**config.mk**
```make
export PLATFORM = sky130hd
export DESIGN_NAME = muldiv_unit
export DESIGN_NICKNAME = d
export VERILOG_FILES = /design/src/rtl/muldiv_unit.sv
export SDC_FILE = /design/constraint.sdc
export NUM_CORES = 1
export LEC_CHECK = 0
export CORE_MARGIN = 8
export CORE_UTILIZATION = 30
export DETAILED_ROUTE_END_ITERATION = 6
export SYNTH_ARGS = -nofsm -noshare
export SYNTH_HDL_FRONTEND = slang
export SYNTH_SLANG_ARGS = --single-unit
```
**constraint.sdc**
```tcl
create_clock -name clk -period 5.6 [get_ports clk]
set_clock_uncertainty 0.05 [all_clocks]
set_input_delay 0.56 -clock clk [delete_from_list [all_inputs] [get_ports clk]]
set_output_delay 0.56 -clock clk [all_outputs]
set_load 0.005 [all_outputs]
```
**src/rtl/muldiv_unit.sv**
```systemverilog
// muldiv_unit -- iterative RV32M multiply/divide unit.
//
// One operation at a time. A request is taken when start=1 while ready=1;
// operands are latched and a radix-2 shift-add multiply or restoring divide
// runs on operand magnitudes for 32 BUSY cycles. Sign correction is applied
// on the final iteration. Divide-by-zero and signed overflow skip the loop
// and go straight to DONE. The result is held in DONE until the consumer
// handshakes with result_ready.
//
// Ports
//   clk          rising-edge clock
//   rst_n        synchronous active-low reset
//   start        request valid (taken when ready=1)
//   op[2:0]      RV32M funct3 (MUL..REMU)
//   src_a        rs1: multiplicand / dividend
//   src_b        rs2: multiplier / divisor
//   ready        high in IDLE
//   busy         high in BUSY and DONE
//   result_valid high in DONE
//   result_ready consumer accepts result
//   result       registered result
//   zero         result == 0 (meaningful while result_valid=1)
module muldiv_unit #(
    parameter int XLEN = 32
) (
    input  logic            clk,
    input  logic            rst_n,
    input  logic            start,
    input  logic [2:0]      op,
    input  logic [XLEN-1:0] src_a,
    input  logic [XLEN-1:0] src_b,
    output logic            ready,
    output logic            busy,
    output logic            result_valid,
    input  logic            result_ready,
    output logic [XLEN-1:0] result,
    output logic            zero
);

    localparam logic [1:0] S_IDLE = 2'd0;
    localparam logic [1:0] S_BUSY = 2'd1;
    localparam logic [1:0] S_DONE = 2'd2;

    localparam logic [2:0] OP_MUL    = 3'b000;
    localparam logic [2:0] OP_MULH   = 3'b001;
    localparam logic [2:0] OP_MULHSU = 3'b010;
    localparam logic [2:0] OP_MULHU  = 3'b011;
    localparam logic [2:0] OP_DIV    = 3'b100;
    localparam logic [2:0] OP_DIVU   = 3'b101;
    localparam logic [2:0] OP_REM    = 3'b110;
    localparam logic [2:0] OP_REMU   = 3'b111;

    localparam logic [XLEN-1:0] INT_MIN = {1'b1, {(XLEN-1){1'b0}}};

    logic [1:0]        state;
    logic [4:0]        cnt;
    logic [2:0]        op_q;
    logic              neg_q;      // negate final result (quotient/product/remainder)
    logic [XLEN-1:0]   dsr_q;      // multiplicand (mul) or divisor (div) magnitude
    logic [2*XLEN-1:0] acc_q;      // {hi, lo} working register
    logic [XLEN-1:0]   res_q;
    logic              zero_q;

    // ------------------------------------------------------------------
    // Accept-time decode: operand signedness, magnitudes, fast paths.
    // ------------------------------------------------------------------
    logic            is_div, a_sgn, b_sgn, neg_new;
    logic            div_zero, div_ovf, fast;
    logic [XLEN-1:0] mag_a, mag_b, fast_res;

    always_comb begin
        is_div   = op[2];
        a_sgn    = src_a[XLEN-1] &&
                   (op == OP_MULH || op == OP_MULHSU || op == OP_DIV || op == OP_REM);
        b_sgn    = src_b[XLEN-1] && (op == OP_MULH || op == OP_DIV || op == OP_REM);
        mag_a    = a_sgn ? (~src_a + 1'b1) : src_a;
        mag_b    = b_sgn ? (~src_b + 1'b1) : src_b;
        // Remainder follows the dividend; quotient/product follow the sign xor.
        neg_new  = (is_div && op[1]) ? a_sgn : (a_sgn ^ b_sgn);
        div_zero = is_div && (src_b == '0);
        // Only the signed forms (op[0]=0) can overflow.
        div_ovf  = is_div && !op[0] && (src_a == INT_MIN) && (src_b == '1);
        fast     = div_zero || div_ovf;
        if (div_zero)
            fast_res = op[1] ? src_a : '1;
        else
            fast_res = op[1] ? '0 : INT_MIN;
    end

    // ------------------------------------------------------------------
    // One radix-2 step.
    //   mul: acc = {partial_hi, multiplier}; add multiplicand when the
    //        current multiplier LSB is set, then shift right.
    //   div: acc = {partial_rem, dividend}; shift left, trial-subtract the
    //        divisor, keep the difference and shift in 1 if non-negative.
    // After 32 steps: mul -> acc is the 64-bit product;
    //                 div -> acc = {remainder, quotient}.
    // ------------------------------------------------------------------
    logic [XLEN:0]     add_sum, trial;
    logic [2*XLEN-1:0] acc_nxt;

    always_comb begin
        add_sum = {1'b0, acc_q[2*XLEN-1:XLEN]} + (acc_q[0] ? {1'b0, dsr_q} : '0);
        trial   = acc_q[2*XLEN-1:XLEN-1] - {1'b0, dsr_q};
        if (op_q[2]) begin
            if (trial[XLEN])
                acc_nxt = {acc_q[2*XLEN-2:0], 1'b0};
            else
                acc_nxt = {trial[XLEN-1:0], acc_q[XLEN-2:0], 1'b1};
        end else begin
            acc_nxt = {add_sum, acc_q[XLEN-1:1]};
        end
    end

    // Sign correction and result selection on the last step's output.
    logic [2*XLEN-1:0] prod;
    logic [XLEN-1:0]   quo, rem, fin_res;

    always_comb begin
        prod    = neg_q ? (~acc_nxt + 1'b1) : acc_nxt;
        quo     = neg_q ? (~acc_nxt[XLEN-1:0] + 1'b1) : acc_nxt[XLEN-1:0];
        rem     = neg_q ? (~acc_nxt[2*XLEN-1:XLEN] + 1'b1) : acc_nxt[2*XLEN-1:XLEN];
        fin_res = '0;
        case (op_q)
            OP_MUL:                       fin_res = prod[XLEN-1:0];
            OP_MULH, OP_MULHSU, OP_MULHU: fin_res = prod[2*XLEN-1:XLEN];
            OP_DIV, OP_DIVU:              fin_res = quo;
            OP_REM, OP_REMU:              fin_res = rem;
            default:                      fin_res = '0;
        endcase
    end

    // ------------------------------------------------------------------
    // Control FSM and datapath registers.
    // ------------------------------------------------------------------
    always_ff @(posedge clk) begin
        if (!rst_n) begin
            state  <= S_IDLE;
            cnt    <= '0;
            op_q   <= '0;
            neg_q  <= 1'b0;
            dsr_q  <= '0;
            acc_q  <= '0;
            res_q  <= '0;
            zero_q <= 1'b1;
        end else begin
            case (state)
                S_IDLE: begin
                    if (start) begin
                        op_q  <= op;
                        neg_q <= neg_new;
                        cnt   <= '0;
                        if (fast) begin
                            res_q  <= fast_res;
                            zero_q <= (fast_res == '0);
                            state  <= S_DONE;
                        end else begin
                            dsr_q <= is_div ? mag_b : mag_a;
                            acc_q <= {{XLEN{1'b0}}, (is_div ? mag_a : mag_b)};
                            state <= S_BUSY;
                        end
                    end
                end
                S_BUSY: begin
                    acc_q <= acc_nxt;
                    cnt   <= cnt + 5'd1;
                    if (cnt == 5'd31) begin
                        res_q  <= fin_res;
                        zero_q <= (fin_res == '0);
                        state  <= S_DONE;
                    end
                end
                S_DONE: begin
                    if (result_ready)
                        state <= S_IDLE;
                end
                default: state <= S_IDLE;
            endcase
        end
    end

    assign ready        = (state == S_IDLE);
    assign busy         = (state == S_BUSY) || (state == S_DONE);
    assign result_valid = (state == S_DONE);
    assign result       = res_q;
    assign zero         = zero_q;

endmodule

```
==> reports/metrics.cfg <==
[layout]
register_area_um2=2810
final_common_cell=nor2_1
drive_above_1_share_pct=12.7
final_cell_mix=nor2_1, nand2_1, buf_4, a21oi_1, dfxtp_1
fillers=5761
area_growth_pct=23.4
multi_input_area_um2=12600
final_cell_area_um2=19900
final_nets=2669

[grt]
grt_use_total_pct=25.3
overflow=0
grt_pass1_wl_um=117000
grt_max_degree=75
grt_antenna_before_repair=8
grt_pass1_vias=18400

[die]
die_area_um2=61300
core-area_um2=53400
dieHeight_um=248
pin_count=107
fp-row-count=85
die_x_um=248
start_util_pct=30.1

[sta]
max_freq_ghz=0.182
timing.hold.ws_ns=0.422
slew_headroom_pct=15.5
min_period_over_period_pct=98.2
timing.final.crit_period_ns=5.50
maxSlewViolCount=0
hold_viol=0
setup_violations=0
tightest_slew_ns=1.26
rsz0062_at_grt=true

[detailed_routing]
wl_um=79700
ant_nets=0
drcViolationCount=2
vias=19700
drt_iter0_markers=2228
viasPerCell=6.10
drtPass1Iterations=7
avgRoutedWirePerCell_um=24.7

[hold_path]
hold_class=flop to flop

[placed_design]
port_buffers=106
dpl_cell_area_um2=19000
place.gp.congestion=1.06
dp.final_hpwl_um=63400

[job]
max_cap_viol_count=0

[clock_tree]
clkTransAtPathRegs_ns=0.07
numClockSinks=140
tritoncts=built
hold_buffers=0
htreeDepth=4
clockRootBuffer=clkbuf_16
clock_latency_ns=0.50
cts_buffer_depth=2
cts-buffers-inserted=17

[synthesis]
syn_area_um2=16100
ys_warn_count=0
async_reset_ff_share_pct=0
synth_nets=2491
synth_area_per_cell_um2=6.87
netlist_instances=2344
ys.flop_type=dfxtp_1
synth-seq-cells=140
ys_seq_area_share_pct=17.4
yosysUniqueCellTypes=97
synth_edf_count=0

[outcome]
violations=DRC
outcome=finished with violations

[setup_path]
crit_path_end_kind=flop
start_kind=flop
crit_type=flop to flop
critPathMaxFanout=6
cp_data_required_time_ns=5.99
critical_path_arrival_ns=5.89

[power]
ir_drop_v=0.000258
p_leak_uw=0.00770
powerDensity_nw_per_um2=434

metrics by stage:
stage | setup slack (ns) | utilization (%) | setup TNS (ns) | instances | power [uW]
floorplan | 0.0118 | - | 0 | 2344 | 4580
global placement | -0.0518 | 35.6 | -0.0630 | 3194 | 7060
detailed placement | -0.103 | 35.6 | -0.146 | 3194 | 7070
CTS | 0.0139 | 36.7 | 0 | 3226 | 8320
global route | -0.0350 | 37.2 | -0.0677 | 3231 | 9050
finish | 0.102 | 37.2 | 0 | 3232 | 8620
cell families (layout without fill, tap and decap cells):
| logic type | Yosys count | count (layout) | synth area share, % |
|---|---|---|---|
| AOI/OAI and AO/OA | 763 | 763 | 32.3 |
| other | 0 | 1 | 0 |
| buffers and inverters | 244 | 435 | 5.89 |
| muxes | 56 | 56 | 3.55 |
| adders and majority gates | 76 | 76 | 6.00 |
| xor gates and xnor gates | 135 | 135 | 7.35 |
| and+or+nand+nor | 930 | 930 | 27.4 |
| DFF | 140 | 140 | 17.4 |
path summary, 6_finish.rpt:
path,start,to,slack [ns],cells past startpoint
worst min register to register,dsr_q[20],dsr_q[20],0.42,2
worst max register to register,dsr_q[29],zero,0.10,21
worst min-delay path,dsr_q[20],dsr_q[20],0.42,2
worst max-delay path,dsr_q[29],zero,0.10,21
cell usage after synthesis, types with 6 or more instances:
library cell / count / area share, %
nor2_1: 305 / 7.1
nand2_1: 251 / 5.9
a21oi_1: 194 / 6.0
dfxtp_1: 140 / 17
o21ai_0: 125 / 3.9
clkbuf_1: 111 / 2.6
inv_1: 90 / 2.1
xnor2_1: 80 / 4.4
ha_1: 74 / 5.8
nor3_1: 61 / 1.9
a211oi_1: 60 / 2.8
o211ai_1: 56 / 2.6
xor2_1: 55 / 3.0
and2_1: 52 / 2.0
mux2i_1: 50 / 3.1
nand4_1: 45 / 1.7
nand3_1: 37 / 1.2
a31oi_1: 35 / 1.4
a22oi_1: 28 / 1.3
nand2b_1: 28 / 1.1
nor4_1: 28 / 1.1
o31ai_1: 28 / 1.3
or3_1: 28 / 1.1
a21o_1: 24 / 1.1
a311oi_1: 22 / 1.2
buf_1: 21 / 0.49
o21a_1: 19 / 0.89
and3_1: 18 / 0.70
o211a_1: 15 / 0.93
o21bai_1: 15 / 0.70
buf_2: 14 / 0.44
or4_1: 13 / 0.61
nor3b_1: 12 / 0.56
o311a_1: 12 / 0.75
a211o_1: 10 / 0.54
nor2b_1: 10 / 0.39
or2_2: 10 / 0.39
a221oi_1: 8 / 0.44
o41ai_1: 8 / 0.44
a21boi_0: 7 / 0.33
a32oi_1: 7 / 0.38
o2111ai_1: 7 / 0.38
o221ai_1: 6 / 0.33
layout make-up:
class | count | share of cell area [%]
antenna | 1 | 0.0126
clock buffer | 19 | 2.23
clock inverter | 13 | 0.706
inverter | 94 | 1.78
multi-input combinational | 1960 | 63.5
sequential | 140 | 14.1
tap | 696 | 4.39
timing repair buffer | 309 | 13.3
where the power goes:
group | internal, uW | switching, uW | leakage (uW)
combinational | 2270 | 3650 | 0.00628
sequential | 1250 | 248 | 0.00115
clock | 667 | 544 | 0.000276
registers in the layout, summed over array words and instances, names as in the netlist:
| name | flops |
|---|---|
| acc_q | 64 |
| cnt | 5 |
| dsr_q | 32 |
| neg_q | 1 |
| op_q | 3 |
| result | 32 |
| state | 2 |
| zero | 1 |
per-layer routing:
metal	share of wire [%]	track usage [%]
met5	0.10	0
met4	6.1	15.1
met3	9.8	6.61
met2	43	38.1
met1	41	32.2
timing repair:
| item | in CTS | in global routing |
|---|---|---|
| setup buffers | 0 | 5 |
| resized for setup | 4 | 44 |
| pin swaps | 0 | 15 |
| endpoints found under the setup margin | 3 | 12 |
critical path, cell delays in order, from the launching register on:
cell and delay, ns:
dfxtp_1 0.38, inv_1 0.07, ha_1 0.40, a21oi_1 0.25
o21ai_0 0.28, a21o_1 0.28, nor2_1 0.21, a221oi_4 0.08
a31oi_4 0.21, ha_2 0.20, nor2b_2 0.14, o21ai_2 0.08
or4_4 0.45, or2_4 0.27, or4_4 0.52, o31ai_4 0.19
o2111ai_2 0.16, or3_4 0.42, nor4_4 0.25, nand4_1 0.15
nor4_1 0.26, a21o_1 0.15
No activity file was read; power rests on OpenSTA's default activity.
